File: config.mk
export PLATFORM = sky130hd
export DESIGN_NAME = ppu_reg_if
export DESIGN_NICKNAME = d
export VERILOG_FILES = /design/src/rtl/ppu_pkg.sv /design/src/rtl/ppu_oam_dma.sv /design/src/rtl/ppu_reg_if.sv
export SDC_FILE = /design/constraint.sdc
export NUM_CORES = 1
export LEC_CHECK = 0
export BUFFER_PORTS_ARGS = -buffer_cell sky130_fd_sc_hd__clkbuf_2
export CORE_ASPECT_RATIO = 0.8
export CORE_MARGIN = 3
export CORE_UTILIZATION = 48
export CTS_CLUSTER_SIZE = 30
export DETAILED_ROUTE_END_ITERATION = 8
export PLACE_DENSITY = 0.83
export SLEW_MARGIN = 20
export SYNTH_ARGS = -nofsm -noshare
export SYNTH_HDL_FRONTEND = slang
export SYNTH_SLANG_ARGS = --single-unit
File: constraint.sdc
create_clock -name clk_in -period 9.39 [get_ports clk_in]
set_clock_uncertainty 0.1 [all_clocks]
set_input_delay 0.4695 -clock clk_in [delete_from_list [all_inputs] [get_ports clk_in]]
set_output_delay 0.4695 -clock clk_in [all_outputs]
set_load 0.05 [all_outputs]
File: src/rtl/ppu_pkg.sv
// Shared constants for the PPU CPU-register interface: register indices, palette page, DMA states.
package ppu_pkg;

  localparam logic [2:0] REG_CTRL    = 3'h0;
  localparam logic [2:0] REG_MASK    = 3'h1;
  localparam logic [2:0] REG_STATUS  = 3'h2;
  localparam logic [2:0] REG_OAMADDR = 3'h3;
  localparam logic [2:0] REG_OAMDATA = 3'h4;
  localparam logic [2:0] REG_SCROLL  = 3'h5;
  localparam logic [2:0] REG_ADDR    = 3'h6;
  localparam logic [2:0] REG_DATA    = 3'h7;

  localparam logic [5:0] PAL_PAGE = 6'h3F;

  typedef enum logic [1:0] {
    IDLE = 2'd0,
    RD   = 2'd1,
    WR   = 2'd2
  } dma_state_t;

endpackage

File: src/rtl/ppu_oam_dma.sv
// OAM DMA engine: copies one 256-byte page into OAM, one read plus DMA_RD_LAT wait then one write per byte.
// stall_out is high in every non-IDLE state; a new request while busy is dropped.
module ppu_oam_dma
  import ppu_pkg::*;
#(
  parameter int OAM_AW     = 8,
  parameter int DMA_RD_LAT = 1
) (
  input  logic              clk_in,
  input  logic              rst_in,
  input  logic              dma_wr_in,
  input  logic [7:0]        dma_page_in,
  input  logic [7:0]        dma_d_in,
  output logic [15:0]       dma_addr_out,
  output logic              dma_rd_out,
  output logic              stall_out,
  output logic              oam_wr_out,
  output logic [OAM_AW-1:0] oam_ofs_out,
  output logic [7:0]        oam_d_out
);

  localparam logic [1:0]        LAT_LAST = 2'(DMA_RD_LAT - 1);
  localparam logic [OAM_AW-1:0] CNT_LAST = '1;

  dma_state_t        state_q, state_d;
  logic [7:0]        page_q;
  logic [OAM_AW-1:0] cnt_q;
  logic [1:0]        lat_q;

  always_ff @(posedge clk_in or posedge rst_in) begin
    if (rst_in) begin
      state_q <= IDLE;
      page_q  <= '0;
      cnt_q   <= '0;
      lat_q   <= '0;
    end else begin
      state_q <= state_d;
      if (state_q == IDLE && dma_wr_in) begin
        page_q <= dma_page_in;
        cnt_q  <= '0;
      end
      if (state_q == RD) lat_q <= (lat_q == LAT_LAST) ? 2'd0 : lat_q + 2'd1;
      if (state_q == WR) cnt_q <= cnt_q + OAM_AW'(1);
    end
  end

  // The read strobe fires only on the first RD cycle; the rest is read-latency wait.
  always_comb begin
    state_d    = state_q;
    dma_rd_out = 1'b0;
    oam_wr_out = 1'b0;
    unique case (state_q)
      IDLE: if (dma_wr_in) state_d = RD;
      RD: begin
        dma_rd_out = (lat_q == 2'd0);
        if (lat_q == LAT_LAST) state_d = WR;
      end
      WR: begin
        oam_wr_out = 1'b1;
        state_d    = (cnt_q == CNT_LAST) ? IDLE : RD;
      end
      default: state_d = IDLE;
    endcase
  end

  assign dma_addr_out = {page_q, 8'h00} + 16'(cnt_q);
  assign stall_out    = (state_q != IDLE);
  assign oam_ofs_out  = cnt_q;
  assign oam_d_out    = dma_d_in;

endmodule

File: src/rtl/ppu_reg_if.sv
// PPU CPU-register interface ($2000-$2007): scroll/VRAM pointer, buffered reads, vblank/NMI, OAM port with DMA.
// Accesses act once per enable_in falling edge; strobes and read data appear the following cycle.
module ppu_reg_if
  import ppu_pkg::*;
#(
  parameter int OAM_AW     = 8,
  parameter int VRAM_AW    = 14,
  parameter int DMA_RD_LAT = 1
) (
  input  logic               clk_in,
  input  logic               rst_in,
  input  logic               enable_in,
  input  logic [2:0]         select_in,
  input  logic               rw_select_in,
  input  logic [7:0]         cpu_data_in,
  output logic [7:0]         cpu_data_out,
  input  logic               vblank_in,
  input  logic               spr_of_in,
  input  logic               spr_0_hit_in,
  input  logic [7:0]         vram_d_in,
  input  logic [7:0]         pram_d_in,
  input  logic [7:0]         oam_d_in,
  output logic [VRAM_AW-1:0] vram_addr_out,
  output logic [7:0]         vram_d_out,
  output logic               vram_wr_out,
  output logic               pram_wr_out,
  output logic               vram_rd_out,
  output logic [OAM_AW-1:0]  oam_addr_out,
  output logic [7:0]         oam_d_out,
  output logic               oam_wr_out,
  output logic [14:0]        t_addr_out,
  output logic [2:0]         fh_out,
  output logic               upd_cntrs_out,
  output logic [7:0]         ctrl_out,
  output logic [7:0]         mask_out,
  output logic               nmi_out,
  input  logic               dma_wr_in,
  input  logic [7:0]         dma_page_in,
  output logic [15:0]        dma_addr_out,
  output logic               dma_rd_out,
  input  logic [7:0]         dma_d_in,
  output logic               stall_out
);

  logic              q_enable_in, q_vblank_in;
  logic              w_q, vblank_q, rd_cap_q;
  logic [7:0]        rd_buf, rd_latch, rd_val;
  logic              cpu_oam_wr_q;
  logic [7:0]        cpu_oam_d_q;
  logic [OAM_AW-1:0] oam_addr_q;
  logic              dma_oam_wr;
  logic [OAM_AW-1:0] dma_oam_ofs;
  logic [7:0]        dma_oam_d;
  logic              ev, ev_rd, ev_wr, is_pal, vb_rise, vb_fall;
  logic [VRAM_AW-1:0] v_step;
  logic [14:0]       t_new;

  assign ev      = q_enable_in & ~enable_in;
  assign ev_rd   = ev & rw_select_in;
  assign ev_wr   = ev & ~rw_select_in;
  assign is_pal  = (vram_addr_out[13:8] == PAL_PAGE);
  assign vb_rise = vblank_in & ~q_vblank_in;
  assign vb_fall = ~vblank_in & q_vblank_in;
  assign v_step  = ctrl_out[2] ? VRAM_AW'(32) : VRAM_AW'(1);
  assign t_new   = {t_addr_out[14:8], cpu_data_in};

  always_comb begin
    rd_val = 8'h00;
    unique case (select_in)
      REG_STATUS:  rd_val = {vblank_q, spr_0_hit_in, spr_of_in, 5'b0};
      REG_OAMDATA: rd_val = oam_d_in;
      REG_DATA:    rd_val = is_pal ? pram_d_in : rd_buf;
      default:     rd_val = 8'h00;
    endcase
  end

  always_ff @(posedge clk_in or posedge rst_in) begin
    if (rst_in) begin
      q_enable_in   <= 1'b1;
      q_vblank_in   <= 1'b0;
      w_q           <= 1'b0;
      vblank_q      <= 1'b0;
      rd_cap_q      <= 1'b0;
      rd_buf        <= '0;
      rd_latch      <= '0;
      cpu_oam_wr_q  <= 1'b0;
      cpu_oam_d_q   <= '0;
      oam_addr_q    <= '0;
      vram_addr_out <= '0;
      vram_d_out    <= '0;
      vram_wr_out   <= 1'b0;
      pram_wr_out   <= 1'b0;
      vram_rd_out   <= 1'b0;
      t_addr_out    <= '0;
      fh_out        <= '0;
      upd_cntrs_out <= 1'b0;
      ctrl_out      <= '0;
      mask_out      <= '0;
      nmi_out       <= 1'b0;
    end else begin
      q_enable_in   <= enable_in;
      q_vblank_in   <= vblank_in;
      nmi_out       <= vblank_q & ctrl_out[7];
      vram_wr_out   <= 1'b0;
      pram_wr_out   <= 1'b0;
      vram_rd_out   <= 1'b0;
      upd_cntrs_out <= 1'b0;
      cpu_oam_wr_q  <= 1'b0;

      // VRAM data arrives the cycle after the read strobe; v advances only once the access is done.
      rd_cap_q <= vram_rd_out;
      if (rd_cap_q) rd_buf <= vram_d_in;
      if (vram_wr_out | pram_wr_out | rd_cap_q) vram_addr_out <= vram_addr_out + v_step;
      if (cpu_oam_wr_q) oam_addr_q <= oam_addr_q + OAM_AW'(1);

      if (vb_fall || (ev_rd && select_in == REG_STATUS)) vblank_q <= 1'b0;
      else if (vb_rise)                                  vblank_q <= 1'b1;

      if (ev_rd) begin
        rd_latch <= rd_val;
        if (select_in == REG_STATUS) w_q <= 1'b0;
        if (select_in == REG_DATA)   vram_rd_out <= 1'b1;
      end

      if (ev_wr) begin
        case (select_in)
          REG_CTRL: begin
            ctrl_out          <= cpu_data_in;
            t_addr_out[11:10] <= cpu_data_in[1:0];
          end
          REG_MASK:    mask_out   <= cpu_data_in;
          REG_OAMADDR: oam_addr_q <= OAM_AW'(cpu_data_in);
          REG_OAMDATA: begin
            if (!stall_out) begin
              cpu_oam_wr_q <= 1'b1;
              cpu_oam_d_q  <= cpu_data_in;
            end
          end
          REG_SCROLL: begin
            if (!w_q) begin
              fh_out          <= cpu_data_in[2:0];
              t_addr_out[4:0] <= cpu_data_in[7:3];
            end else begin
              t_addr_out[14:12] <= cpu_data_in[2:0];
              t_addr_out[9:5]   <= cpu_data_in[7:3];
            end
            w_q <= ~w_q;
          end
          REG_ADDR: begin
            if (!w_q) begin
              t_addr_out[13:8] <= cpu_data_in[5:0];
              t_addr_out[14]   <= 1'b0;
            end else begin
              t_addr_out[7:0] <= cpu_data_in;
              vram_addr_out   <= VRAM_AW'(t_new);
              upd_cntrs_out   <= 1'b1;
            end
            w_q <= ~w_q;
          end
          REG_DATA: begin
            vram_d_out <= cpu_data_in;
            if (is_pal) pram_wr_out <= 1'b1;
            else        vram_wr_out <= 1'b1;
          end
          default: ;
        endcase
      end
    end
  end

  assign cpu_data_out = (!enable_in && rw_select_in) ? rd_latch : 8'h00;

  ppu_oam_dma #(
    .OAM_AW     (OAM_AW),
    .DMA_RD_LAT (DMA_RD_LAT)
  ) u_dma (
    .clk_in       (clk_in),
    .rst_in       (rst_in),
    .dma_wr_in    (dma_wr_in),
    .dma_page_in  (dma_page_in),
    .dma_d_in     (dma_d_in),
    .dma_addr_out (dma_addr_out),
    .dma_rd_out   (dma_rd_out),
    .stall_out    (stall_out),
    .oam_wr_out   (dma_oam_wr),
    .oam_ofs_out  (dma_oam_ofs),
    .oam_d_out    (dma_oam_d)
  );

  // DMA owns the OAM write port on its write cycles; CPU writes are refused while it is busy.
  assign oam_wr_out   = dma_oam_wr | cpu_oam_wr_q;
  assign oam_d_out    = dma_oam_wr ? dma_oam_d : cpu_oam_d_q;
  assign oam_addr_out = dma_oam_wr ? oam_addr_q + dma_oam_ofs : oam_addr_q;

endmodule

==> impl_metrics.py <==
metrics = {
    "run_status": {
        "run_status": "finished clean",
    },
    "yosys": {
        "ys_warn_count": 0,
        "netlist_area_mm2": 0.00595,
        "yosysUniqueCellTypes": 57,
        "synthFlopType": "sky130_fd_sc_hd__dfrtp_1",
        "asyncSetResetFlopFracSynth_pct": 100,
        "yosys_register_bits": 119,
        "postSynthNetCount": 657,
        "synth_instances": 583,
        "syn-mean-instance-area_um2": 10.2,
        "synth_seq_area_share_pct": 50.1,
        "synth-edff-count": 0,
    },
    "detailed_routing": {
        "post_drt_via_cell_ratio": 5.58,
        "routedWlPerCell_um": 17.5,
        "ant_nets": 0,
        "dr.first_iter.drc_count": 295,
        "total_wire_length_after_detailed_routing_um": 15700,
        "post-route-drc-count": 0,
        "drt_first_pass_iters": 5,
        "dr_total_vias": 4996,
    },
    "critical_path": {
        "timing.critical_path.arrival_ns": 2.62,
        "startpoint_type": "flop",
        "critPathRequiredTime_ns": 8.82,
        "reg2reg_depth": 4,
        "regToRegSetupSlack_ns": 7.10,
        "r2r-end": "vram_addr_out[9]",
        "setup_crit_end_kind": "output pin",
        "critical_path.reg2reg.startpoint": "q_enable_in",
        "critPathMaxFanout": 6,
        "path_class": "reg2out",
    },
    "finish": {
        "fin_util_pct": 63.1,
        "area.growth.synth_to_final_pct": 25.5,
        "layout_common_cells": "162 x sky130_fd_sc_hd__clkbuf_2, 118 x sky130_fd_sc_hd__dfrtp_1, 95 x sky130_fd_sc_hd__nand2_1, 49 x sky130_fd_sc_hd__mux2_2, 49 x sky130_fd_sc_hd__o21ai_0",
        "finalNetCount": 809,
        "drive_above_1_share_pct": 34.5,
        "insertedDiodeCount": 0,
        "area_of_all_sequential_standard_cells_mm2": 0.00298,
        "area_used_by_multi_input_combinational_logic_mm2": 0.00276,
        "n_fill_cell": 965,
        "most_common_cell_after_layout_fill_and_taps_aside": "sky130_fd_sc_hd__clkbuf_2",
    },
    "clock_network": {
        "post-cts-setup-buffer-count": 0,
        "cts_htree_levels": 4,
        "clk_pin_slew_ns": 0.06,
        "numCtsBuffers": 17,
        "cts_root_buffer": "sky130_fd_sc_hd__clkbuf_16",
        "max-clock-path-buffers": 2,
        "cts_tree": "done",
        "cts.repair.resized": 0,
        "cts.sink_count": 119,
        "clock_latency_ns": 0.41,
        "post_cts_hold_buffer_count": 0,
    },
    "die": {
        "core_area_mm2": 0.0118,
        "die_area_mm2": 0.0138,
        "fp-row-count": 35,
        "number_of_primary_i_o_pins": 163,
        "die_width_um": 130,
        "die_y_um": 106,
        "initial_utilization_pct": 50.3,
    },
    "pwr": {
        "irDropWorstVdd_mv": 0.147,
        "p_leak_nw": 3.69,
        "finalPower_mw": 2.08,
        "pwr_density_cell_mw_per_mm2": 279,
    },
    "placement": {
        "dp_hpwl_um": 11300,
        "place_congestion": 0.904,
        "placement.io_buffers": 162,
    },
    "timing": {
        "period_minus_slack_ns": 3.19,
        "setup_viol": 0,
        "hold_violations": 0,
        "final_min_period_over_clock_period_pct": 33.9,
        "fin_tns_setup_ns": 0,
        "max_clock_freq_mhz": 314,
        "unrepaired_setup_endpoints_after_global_routing": "false",
        "max_slew_margin_pct": 40.3,
        "tightestPinTransition_ns": 0.895,
        "finalMaxSlewViolations": 0,
    },
    "global_routing": {
        "grt_pass1_wl_um": 24900,
        "track_usage_pct": 23.1,
        "number_of_global_route_vias_before_repair": 4926,
        "grt_antenna_before_repair": 0,
        "grt_start_max_net_pins": 65,
        "globalRoute.totalOverflow": 0,
    },
    "hold_path": {
        "hp-class": "in2async",
    },
    "run": {
        "max_cap_violations": 0,
    },
}
-- registers in the layout, indices dropped and copies added, names as in the netlist, 2 cells and up --
| name | count |
|---|---|
| u_dma.page_q | 8 |
| fh_out | 3 |
| u_dma.oam_ofs_out | 8 |
| cpu_oam_d_q | 8 |
| rd_buf | 8 |
| oam_addr_q | 8 |
| u_dma.state_q | 2 |
| ctrl_out | 8 |
| vram_addr_out | 14 |
| t_addr_out | 15 |
| vram_d_out | 8 |
| rd_latch | 8 |
| mask_out | 8 |
| u_dma.lat_q | 2 |
-- routing by layer --
layer / vias up / global-route usage, % / routed length (µm)
li1: 2322 / - / -
met1: 2442 / 31.0 / 6920
met2: 195 / 37.0 / 7500
met3: 37 / 4.20 / 866
met4: 0 / 9.40 / 410
met5: - / 0 / 0
-- layout make-up --
class / count / share of cell area [%]
repair buffers: 163 / 11.0
clock buffers: 20 / 6.12
multi-input cells: 418 / 37.0
inverters: 16 / 0.839
clock inverters: 12 / 2.67
flip-flops and latches: 119 / 39.9
well taps: 148 / 2.48
-- cells by family (layout without fill, tap and decap cells) --
logic type      Yosys count  count (layout)  share of synthesized area [%]
simple gates            201             201                           16.5
flops                   119             119                           50.1
compound gates          111             111                           10.8
mux                      67              67                           12.3
buf+inv                  46             211                           3.49
xor+xnor                 23              23                           3.39
fa+ha+maj                16              16                           3.45
-- synth_stat cells (2+ instances only) --
master | count | area [µm²]
sky130_fd_sc_hd__o22ai_1 | 2 | 12.5
sky130_fd_sc_hd__xor2_1 | 13 | 114
sky130_fd_sc_hd__nor2_4 | 2 | 22.5
sky130_fd_sc_hd__mux2i_1 | 18 | 180
sky130_fd_sc_hd__o21ai_1 | 2 | 10.0
sky130_fd_sc_hd__nand3b_1 | 2 | 15.0
sky130_fd_sc_hd__a22o_1 | 3 | 26.3
sky130_fd_sc_hd__nand2b_1 | 4 | 25.0
sky130_fd_sc_hd__nand3_1 | 13 | 65.1
sky130_fd_sc_hd__dfrtp_1 | 118 | 2950
sky130_fd_sc_hd__ha_1 | 14 | 175
sky130_fd_sc_hd__nor3_1 | 11 | 55.1
sky130_fd_sc_hd__nor3b_1 | 2 | 15.0
sky130_fd_sc_hd__nor2b_1 | 7 | 43.8
sky130_fd_sc_hd__xnor2_1 | 10 | 87.6
sky130_fd_sc_hd__and2_1 | 12 | 75.1
sky130_fd_sc_hd__clkbuf_1 | 13 | 48.8
sky130_fd_sc_hd__o21a_1 | 2 | 15.0
sky130_fd_sc_hd__a21oi_1 | 27 | 135
sky130_fd_sc_hd__a22oi_1 | 8 | 60.1
sky130_fd_sc_hd__buf_4 | 3 | 22.5
sky130_fd_sc_hd__o31ai_1 | 2 | 15.0
sky130_fd_sc_hd__nand2_2 | 3 | 18.8
sky130_fd_sc_hd__buf_2 | 12 | 60.1
sky130_fd_sc_hd__o21ai_0 | 49 | 245
sky130_fd_sc_hd__and3_1 | 9 | 56.3
sky130_fd_sc_hd__nand2_1 | 95 | 357
sky130_fd_sc_hd__nor3_2 | 2 | 20.0
sky130_fd_sc_hd__nor2_1 | 25 | 93.8
sky130_fd_sc_hd__nand4_1 | 5 | 31.3
sky130_fd_sc_hd__inv_1 | 15 | 56.3
sky130_fd_sc_hd__o211ai_1 | 2 | 15.0
sky130_fd_sc_hd__mux2_2 | 49 | 552
sky130_fd_sc_hd__a31oi_1 | 6 | 37.5
-- power breakdown --
| part | total (mW) | switching (mW) | leakage [nW] | internal, mW |
|---|---|---|---|---|
| registers | 0.679 | 0.0811 | 1.49 | 0.598 |
| clock network | 0.717 | 0.233 | 0.308 | 0.484 |
| logic | 0.689 | 0.495 | 1.90 | 0.194 |
| total | 2.08 | 0.809 | 3.69 | 1.28 |
-- how the worst max path moves through the flow --
stage / start / cells past startpoint / end
2_1_floorplan: rst_in / 1 / cpu_oam_d_q[0]
3_3_place_gp: u_dma.oam_ofs_out[0] / 9 / oam_addr_out[6]
3_5_place_dp: u_dma.oam_ofs_out[0] / 9 / oam_addr_out[6]
4_1_cts: u_dma.oam_ofs_out[0] / 9 / oam_addr_out[6]
5_1_grt: u_dma.oam_ofs_out[0] / 9 / oam_addr_out[6]
6_report: u_dma.oam_ofs_out[0] / 9 / oam_addr_out[6]
-- through the flow --
step	cells	setup slack, ns	hold slack (ns)	instance area (µm²)
final	896	6.20	0.0525	7460
after global routing	896	6.00	0.0894	7460
after CTS	896	6.20	0.0804	7460
after detailed placement	864	6.67	0.276	6800
after global placement	864	6.73	0.274	6800
after floorplan	583	5.66	0.350	5950
-- critical path, stage by stage (launching register included) --
cell                       delay [ns]
sky130_fd_sc_hd__dfrtp_1         0.44
sky130_fd_sc_hd__ha_1            0.21
sky130_fd_sc_hd__inv_1           0.06
sky130_fd_sc_hd__fa_1            0.38
sky130_fd_sc_hd__nand2b_1        0.18
sky130_fd_sc_hd__a21oi_1         0.21
sky130_fd_sc_hd__o21a_1          0.17
sky130_fd_sc_hd__nor3_1          0.06
sky130_fd_sc_hd__o31ai_1         0.19
sky130_fd_sc_hd__clkbuf_2        0.32
Note: power is estimated with default switching activity, not from simulation.
